==> src/rtl/cdma_a_rd_split_pkg.sv <==
// Shared types and default widths for the CDMA read-command splitter.
package cdma_a_rd_split_pkg;

    localparam int unsigned HBM_ADDR_BITS        = 64;
    localparam int unsigned HBM_LEN_BITS         = 28;
    localparam int unsigned CDMA_CHUNK_BITS      = 12;
    localparam int unsigned CDMA_MAX_OUTSTANDING = 16;

    typedef enum logic [1:0] {
        StIdle,
        StIssue,
        StDrain,
        StCmpl
    } split_state_e;

endpackage

==> src/rtl/cdma_a_rd_split_if.sv <==
// Descriptor, chunk-command and completion signals of the CDMA read-command splitter.
interface cdma_a_rd_split_if
    import cdma_a_rd_split_pkg::*;
#(
    parameter int unsigned ADDR_BITS  = HBM_ADDR_BITS,
    parameter int unsigned LEN_BITS   = HBM_LEN_BITS,
    parameter int unsigned CHUNK_BITS = CDMA_CHUNK_BITS
) ();

    logic                             s_req_valid;
    logic                             s_req_ready;
    logic [ADDR_BITS-1:0]             s_req_addr;
    logic [LEN_BITS-1:0]              s_req_len;
    logic                             rd_valid;
    logic                             rd_ready;
    logic [ADDR_BITS-1:0]             rd_paddr;
    logic [LEN_BITS-1:0]              rd_len;
    logic                             rd_done;
    logic                             cmpl_pulse;
    logic [LEN_BITS-CHUNK_BITS:0]     cmpl_chunks;
    logic                             busy;

    // The splitter drives chunk commands toward the read engine.
    modport master (
        input  s_req_valid, s_req_addr, s_req_len, rd_ready, rd_done,
        output s_req_ready, rd_valid, rd_paddr, rd_len, cmpl_pulse, cmpl_chunks, busy
    );

    modport slave (
        output s_req_valid, s_req_addr, s_req_len, rd_ready, rd_done,
        input  s_req_ready, rd_valid, rd_paddr, rd_len, cmpl_pulse, cmpl_chunks, busy
    );

endinterface

==> src/rtl/cdma_a_rd_split.sv <==
// Splits one read descriptor into chunk commands that never cross a 2^CHUNK_BITS boundary,
// limits chunks in flight, and pulses completion once every chunk is done.
module cdma_a_rd_split
    import cdma_a_rd_split_pkg::*;
#(
    parameter int unsigned ADDR_BITS       = HBM_ADDR_BITS,
    parameter int unsigned LEN_BITS        = HBM_LEN_BITS,
    parameter int unsigned CHUNK_BITS      = CDMA_CHUNK_BITS,
    parameter int unsigned MAX_OUTSTANDING = CDMA_MAX_OUTSTANDING
) (
    input logic               aclk,
    input logic               aresetn,
    cdma_a_rd_split_if.master bus
);

    localparam int unsigned CNT_BITS = $clog2(MAX_OUTSTANDING + 1);
    localparam int unsigned NCH_BITS = LEN_BITS - CHUNK_BITS + 1;
    localparam logic [CNT_BITS-1:0] MAX_CNT = CNT_BITS'(MAX_OUTSTANDING);

    split_state_e         state_q, state_d;
    logic [ADDR_BITS-1:0] cur_addr_q;
    logic [LEN_BITS-1:0]  rem_q;
    logic [NCH_BITS-1:0]  nchunk_q;
    logic [CNT_BITS-1:0]  outst_q, outst_d;
    logic                 rd_valid_q;
    logic [ADDR_BITS-1:0] rd_paddr_q;
    logic [LEN_BITS-1:0]  rd_len_q;
    logic                 req_ready_q, req_ready_d;
    logic                 cmpl_pulse_q;
    logic [NCH_BITS-1:0]  cmpl_chunks_q;
    logic                 accept, load, handshake, done_eff;
    logic [LEN_BITS-1:0]  clen;

    // Bytes up to the next chunk boundary, capped by what is left of the descriptor.
    function automatic logic [LEN_BITS-1:0] chunk_len(input logic [LEN_BITS-1:0]   rem,
                                                      input logic [CHUNK_BITS-1:0] offset);
        logic [LEN_BITS:0] room;
        room             = '0;
        room[CHUNK_BITS] = 1'b1;
        room             = room - {{(LEN_BITS + 1 - CHUNK_BITS){1'b0}}, offset};
        return ({1'b0, rem} < room) ? rem : room[LEN_BITS-1:0];
    endfunction

    always_comb begin
        clen      = chunk_len(rem_q, cur_addr_q[CHUNK_BITS-1:0]);
        handshake = rd_valid_q & bus.rd_ready;
        done_eff  = bus.rd_done & (outst_q != '0);
        outst_d   = outst_q;
        if (handshake && !done_eff) begin
            outst_d = outst_q + CNT_BITS'(1);
        end else if (!handshake && done_eff) begin
            outst_d = outst_q - CNT_BITS'(1);
        end
        accept      = (state_q == StIdle) & req_ready_q & bus.s_req_valid;
        // Gate on the post-handshake count so the counter never exceeds the limit.
        load        = (state_q == StIssue) & (~rd_valid_q | bus.rd_ready) & (rem_q != '0) &
                      (outst_d < MAX_CNT);
        req_ready_d = (state_q == StIdle) & ~accept;
    end

    always_ff @(posedge aclk or negedge aresetn) begin
        if (!aresetn) begin
            state_q <= StIdle;
        end else begin
            state_q <= state_d;
        end
    end

    always_comb begin
        state_d = state_q;
        case (state_q)
            StIdle: begin
                if (accept) begin
                    state_d = (bus.s_req_len == '0) ? StCmpl : StIssue;
                end
            end
            StIssue: begin
                if (handshake && rem_q == '0) begin
                    state_d = StDrain;
                end
            end
            StDrain: begin
                if (outst_d == '0) begin
                    state_d = StCmpl;
                end
            end
            StCmpl:  state_d = StIdle;
            default: state_d = StIdle;
        endcase
    end

    always_comb begin
        bus.s_req_ready = req_ready_q;
        bus.busy        = (state_q != StIdle);
        bus.rd_valid    = rd_valid_q;
        bus.rd_paddr    = rd_paddr_q;
        bus.rd_len      = rd_len_q;
        bus.cmpl_pulse  = cmpl_pulse_q;
        bus.cmpl_chunks = cmpl_chunks_q;
    end

    always_ff @(posedge aclk or negedge aresetn) begin
        if (!aresetn) begin
            cur_addr_q    <= '0;
            rem_q         <= '0;
            nchunk_q      <= '0;
            outst_q       <= '0;
            rd_valid_q    <= 1'b0;
            rd_paddr_q    <= '0;
            rd_len_q      <= '0;
            req_ready_q   <= 1'b0;
            cmpl_pulse_q  <= 1'b0;
            cmpl_chunks_q <= '0;
        end else begin
            req_ready_q   <= req_ready_d;
            outst_q       <= outst_d;
            cmpl_pulse_q  <= (state_q == StCmpl);
            cmpl_chunks_q <= (state_q == StCmpl) ? nchunk_q : '0;
            if (accept) begin
                cur_addr_q <= bus.s_req_addr;
                rem_q      <= bus.s_req_len;
                nchunk_q   <= '0;
            end else if (load) begin
                cur_addr_q <= cur_addr_q + ADDR_BITS'(clen);
                rem_q      <= rem_q - clen;
                nchunk_q   <= nchunk_q + NCH_BITS'(1);
            end
            if (load) begin
                rd_valid_q <= 1'b1;
                rd_paddr_q <= cur_addr_q;
                rd_len_q   <= clen;
            end else if (handshake) begin
                rd_valid_q <= 1'b0;
            end
        end
    end

endmodule

==> src/flat_wrapper.sv <==
// flat-port wrapper written by rule: the top's interface ports become plain ports
module cdma_a_rd_split_flat import cdma_a_rd_split_pkg::*;
#(
    parameter int unsigned ADDR_BITS       = HBM_ADDR_BITS,
    parameter int unsigned LEN_BITS        = HBM_LEN_BITS,
    parameter int unsigned CHUNK_BITS      = CDMA_CHUNK_BITS,
    parameter int unsigned MAX_OUTSTANDING = CDMA_MAX_OUTSTANDING
)
  (aclk, aresetn, bus_s_req_valid, bus_s_req_addr, bus_s_req_len, bus_rd_ready, bus_rd_done, bus_s_req_ready, bus_rd_valid, bus_rd_paddr, bus_rd_len, bus_cmpl_pulse, bus_cmpl_chunks, bus_busy);
  cdma_a_rd_split_if #(.ADDR_BITS(ADDR_BITS), .LEN_BITS(LEN_BITS), .CHUNK_BITS(CHUNK_BITS)) bus_i ();
  input logic aclk;
  input logic aresetn;
  input wire logic [$bits(bus_i.s_req_valid)-1:0] bus_s_req_valid;
  input wire logic [$bits(bus_i.s_req_addr)-1:0] bus_s_req_addr;
  input wire logic [$bits(bus_i.s_req_len)-1:0] bus_s_req_len;
  input wire logic [$bits(bus_i.rd_ready)-1:0] bus_rd_ready;
  input wire logic [$bits(bus_i.rd_done)-1:0] bus_rd_done;
  output wire logic [$bits(bus_i.s_req_ready)-1:0] bus_s_req_ready;
  output wire logic [$bits(bus_i.rd_valid)-1:0] bus_rd_valid;
  output wire logic [$bits(bus_i.rd_paddr)-1:0] bus_rd_paddr;
  output wire logic [$bits(bus_i.rd_len)-1:0] bus_rd_len;
  output wire logic [$bits(bus_i.cmpl_pulse)-1:0] bus_cmpl_pulse;
  output wire logic [$bits(bus_i.cmpl_chunks)-1:0] bus_cmpl_chunks;
  output wire logic [$bits(bus_i.busy)-1:0] bus_busy;
  assign bus_i.s_req_valid = bus_s_req_valid;
  assign bus_i.s_req_addr = bus_s_req_addr;
  assign bus_i.s_req_len = bus_s_req_len;
  assign bus_i.rd_ready = bus_rd_ready;
  assign bus_i.rd_done = bus_rd_done;
  assign bus_s_req_ready = bus_i.s_req_ready;
  assign bus_rd_valid = bus_i.rd_valid;
  assign bus_rd_paddr = bus_i.rd_paddr;
  assign bus_rd_len = bus_i.rd_len;
  assign bus_cmpl_pulse = bus_i.cmpl_pulse;
  assign bus_cmpl_chunks = bus_i.cmpl_chunks;
  assign bus_busy = bus_i.busy;
  cdma_a_rd_split #(.ADDR_BITS(ADDR_BITS), .LEN_BITS(LEN_BITS), .CHUNK_BITS(CHUNK_BITS), .MAX_OUTSTANDING(MAX_OUTSTANDING)) u_core (.aclk(aclk), .aresetn(aresetn), .bus(bus_i));
endmodule
==> config.mk <==
export PLATFORM = sky130hd
export DESIGN_NAME = cdma_a_rd_split_flat
export DESIGN_NICKNAME = d
export VERILOG_FILES = /design/src/rtl/cdma_a_rd_split_pkg.sv /design/src/rtl/cdma_a_rd_split_if.sv /design/src/rtl/cdma_a_rd_split.sv /design/src/flat_wrapper.sv
export SDC_FILE = /design/constraint.sdc
export NUM_CORES = 1
export LEC_CHECK = 0
export CORE_UTILIZATION = 56
export CTS_BUF_LIST = sky130_fd_sc_hd__clkbuf_4 sky130_fd_sc_hd__clkbuf_8
export DETAILED_ROUTE_END_ITERATION = 8
export PLACE_DENSITY = 0.92
export SLEW_MARGIN = 10
export SYNTH_ARGS = -nofsm -noshare
export SYNTH_HDL_FRONTEND = slang
export SYNTH_SLANG_ARGS = --single-unit
==> constraint.sdc <==
create_clock -name aclk -period 6.75 [get_ports aclk]
set_clock_uncertainty 0.2 [all_clocks]
set_input_delay 0.675 -clock aclk [delete_from_list [all_inputs] [get_ports aclk]]
set_output_delay 0.675 -clock aclk [all_outputs]
set_load 0.1 [all_outputs]
==> load_flow_metrics.sql <==
INSERT INTO impl_metrics (metric_group, metric, value, unit) VALUES
('floorplan', 'total_die_area', '23660', 'sq um'),
('detailed_routing', 'wl_per_cell', '17.60', 'um'),
('hold_path', 'holdCritPathClass', 'reg -> reg', ''),
('yosys', 'yosysWarningCount', '0', ''),
('sta', 'drv_slew', '0', ''),
('worst_setup_path', 'worstPathArrival', '6.41', 'ns'),
('worst_setup_path', 'worst-setup-path-type', 'reg -> reg', ''),
('final_layout', 'final-seq-area', '5705', 'sq um'),
('cts', 'clock_tree.htree_level_count', '2', ''),
('detailed_routing', 'post_drt_via_cell_ratio', '5.943', ''),
('yosys', 'synth_largest_area_cell', 'dfrtp_1', ''),
('grt', 'grt-ovfl-total', '0', ''),
('grt', 'antenna_found_initial', '2', ''),
('cts', 'root_buffer', 'clkbuf_8', ''),
('flow_run', 'cap_viol_max_count', '0', ''),
('sta', 'final_hold_viol_count', '0', ''),
('detailed_routing', 'detailroute.via_count', '11870', ''),
('sta', 'tightest_slew', '1.076', 'ns'),
('yosys', 'ys_seq_elements', '228', ''),
('grt', 'grt_pass1_wl', '57970', 'um'),
('sta', 'timing.max_slew.rel_slack', '0.2804', ''),
('yosys', 'area_share_of_the_largest_cell_type_after_synthesis', '0.4420', ''),
('place', 'buffer_ports.inserted', '209', ''),
('yosys', 'syn_area_per_cell', '8.847', 'sq um'),
('sta', 'rsz0062_at_grt', 'false', ''),
('yosys', 'mappedNetlistArea', '12910', 'sq um'),
('place', 'half_perimeter_wire_length_after_placement', '24570', 'um'),
('final_layout', 'drive_above_1_share', '0.07656', ''),
('yosys', 'synthFlopType', 'dfrtp_1', ''),
('detailed_routing', 'detail_route.iter0.violations', '1018', ''),
('final_layout', 'layout.cells.most_common_list', 'nand2_1 (320), dfrtp_1 (228), clkdlybuf4s50_1 (208), nor2_1 (96), o21ai_1 (76)', ''),
('hold_path', 'hold_end', 'u_core.bus.rd_paddr[60]', ''),
('cts', 'insertion_delay', '0.55', 'ns'),
('sta', 'fin_setup_tns', '0', 'ns'),
('cts', 'cts_num_sinks', '228', ''),
('worst_setup_path', 'worst_ep_required_time', '6.93', 'ns'),
('cts', 'cts_tree', 'built', ''),
('worst_setup_path', 'setup.reg_to_reg.worst_slack', '0.52', 'ns'),
('floorplan', 'ioPinCount', '210', ''),
('status', 'outcome', 'complete, no violations', ''),
('final_layout', 'final_net_count', '1846', ''),
('floorplan', 'die-height', '153.8', 'um'),
('sta', 'maxClockFrequency', '160.6', 'MHz'),
('worst_setup_path', 'critPathCaptureType', 'register', ''),
('yosys', 'share_of_synthesized_area_occupied_by_flip_flops_and_latches', '0.4420', ''),
('cts', 'numCtsBuffers', '41', ''),
('yosys', 'synth_edf_count', '0', ''),
('hold_path', 'hold_path_depth', '2', ''),
('worst_setup_path', 'ff2ff_path_depth', '24', ''),
('yosys', 'async_flop_share', '1.000', ''),
('detailed_routing', 'drc_errors', '0', ''),
('detailed_routing', 'detailedRoute.firstPassIterationCount', '6', ''),
('final_layout', 'fill_count', '1610', ''),
('yosys', 'netlist_instances', '1459', ''),
('worst_setup_path', 'critical_path_start_type', 'register', ''),
('final_layout', 'syn_to_final_growth', '25.79', '%'),
('floorplan', 'dieWidth', '153.8', 'um'),
('place', 'place.gp.congestion', '0.9746', ''),
('floorplan', 'initial_core_util', '0.5701', ''),
('yosys', 'synth_fa_ha_area_frac', '0.06475', ''),
('yosys', 'compound_cell_area_share_of_the_yosys_netlist', '0.1342', ''),
('grt', 'grt_use_total', '0.3031', ''),
('worst_setup_path', 'reg_to_reg_startpoint', 'u_core.cur_addr_q[3]', ''),
('yosys', 'post_synth_and_or_nand_nor_area_fraction', '0.2281', ''),
('worst_setup_path', 'critical_path.max_fanout', '9', ''),
('yosys', 'synth.area.top_cells', 'dfrtp_1 (44%), nand2_1 (9.3%), ha_1 (6.0%)', ''),
('worst_setup_path', 'r2r-end', 'u_core.rem_q[26]', ''),
('yosys', 'post_synth_mux_area_share', '0.02462', ''),
('grt', 'vias_in_the_first_global_route', '11820', ''),
('detailed_routing', 'drtAntennaViolNets', '0', ''),
('sta', 'timing.final.crit_period', '6.226', 'ns');
## sequential cells by signal, summed over array words and instances (netlist names)
signal / cells
u_core.bus.rd_len: 28
u_core.outst_q: 5
u_core.bus.cmpl_pulse: 1
u_core.bus.s_req_ready: 1
u_core.rem_q: 28
u_core.state_q: 2
u_core.nchunk_q: 17
u_core.bus.rd_paddr: 64
u_core.bus.cmpl_chunks: 17
u_core.cur_addr_q: 64
u_core.bus.rd_valid: 1
## layout make-up
type,instances,share of cell area
clock buffers,62,0.04793
multi-input cells,1130,0.4207
inverters,52,0.01202
repair buffers,232,0.1399
clock inverters,7,0.005934
well taps,285,0.02196
flip-flops and latches,228,0.3514
diodes,1,0.0001541
## per-stage QoR
stage | hold slack (ns) | cell area [sq um] | setup slack, ns | utilization | instances
finish | 0.2750 | 16240 | 0.5241 | 0.7172 | 1997
detailed placement | 0.2618 | 15270 | 0.4299 | 0.6743 | 1918
global placement | 0.2608 | 15270 | 0.7400 | 0.6743 | 1918
floorplan | 0.1794 | 12960 | 1.230 | - | 1473
global route | 0.2958 | 16240 | 0.01385 | 0.7172 | 1997
CTS | 0.2761 | 16150 | 0.4194 | 0.7134 | 1988
## worst max-delay path, cell delays in order, from the launching register on
cell       delay (ns)
dfrtp_1          0.46
nor3_1           0.29
nand2b_1         0.13
nor3_1           0.20
nand2_1          0.15
nor3_1           0.20
xor2_1           0.23
ha_1             0.27
and4_1           0.22
a2111oi_4        0.37
nand2_2          0.11
a31oi_4          0.31
mux2i_1          0.35
ha_1             0.23
inv_1            0.05
fa_1             0.41
a21o_1           0.18
a21oi_1          0.33
o21ai_0          0.17
a41oi_1          0.35
o211ai_1         0.13
buf_4            0.20
nor4_1           0.28
xnor2_1          0.17
a21oi_1          0.09
## how the worst max path moves through the flow
stage                         start                    end  slack [ns]  cells past startpoint
6_report       u_core.cur_addr_q[3]       u_core.rem_q[26]        0.52                     24
5_1_grt        u_core.cur_addr_q[3]  u_core.cur_addr_q[27]        0.01                     22
4_1_cts        u_core.cur_addr_q[3]  u_core.cur_addr_q[35]        0.42                     24
3_5_place_dp   u_core.cur_addr_q[3]  u_core.cur_addr_q[35]        0.43                     24
3_3_place_gp   u_core.cur_addr_q[3]  u_core.cur_addr_q[35]        0.74                     24
2_1_floorplan  u_core.cur_addr_q[3]       u_core.rem_q[26]        1.23                     24
## Yosys cell counts, types with 13 or more instances
| cell type | number |
|---|---|
| clkbuf_1 | 41 |
| a31oi_1 | 15 |
| a21oi_1 | 73 |
| nor3_1 | 34 |
| nor2_1 | 97 |
| a21o_1 | 16 |
| o21ai_0 | 21 |
| nand3_1 | 37 |
| mux2i_1 | 16 |
| o21ai_1 | 77 |
| inv_1 | 52 |
| nor4_1 | 14 |
| dfrtp_1 | 228 |
| and2_1 | 44 |
| and3_1 | 14 |
| nand4_1 | 18 |
| a211oi_1 | 17 |
| xor2_1 | 58 |
| ha_1 | 62 |
| xnor2_1 | 45 |
| nand2_1 | 320 |
| buf_2 | 16 |
| o211ai_1 | 13 |
## logic make-up (layout without fill, tap and decap cells)
| kind of cell | after synthesis | after routing |
|---|---|---|
| AND/OR/NAND/NOR | 640 | 640 |
| AO/OA/AOI/OAI | 276 | 276 |
| flip-flops | 228 | 228 |
| buffers and inverters | 115 | 353 |
| XOR/XNOR | 103 | 103 |
| adder cells (fa/ha/maj) | 66 | 66 |
| multiplexers | 30 | 30 |
| other | 1 | 16 |
## timing repair
action / CTS / global route
endpoints found under the setup margin: 0 / 15
setup buffers: 0 / 8
resized for setup: 0 / 5
hold buffers: 1 / 0
endpoints found under the hold margin: 71 / 0
## per-layer routing
metal  track usage  share of wire  up-vias
li1              -              -     5452
met1        0.3843           0.40     5728
met2        0.4968           0.48      555
met3       0.05975          0.073      131
met4        0.1510          0.046        2
met5             0        0.00031        -
Power is left out: the tool's default activity adds up to more than one toggle a clock period on the data nets, which glitch-free logic cannot reach.
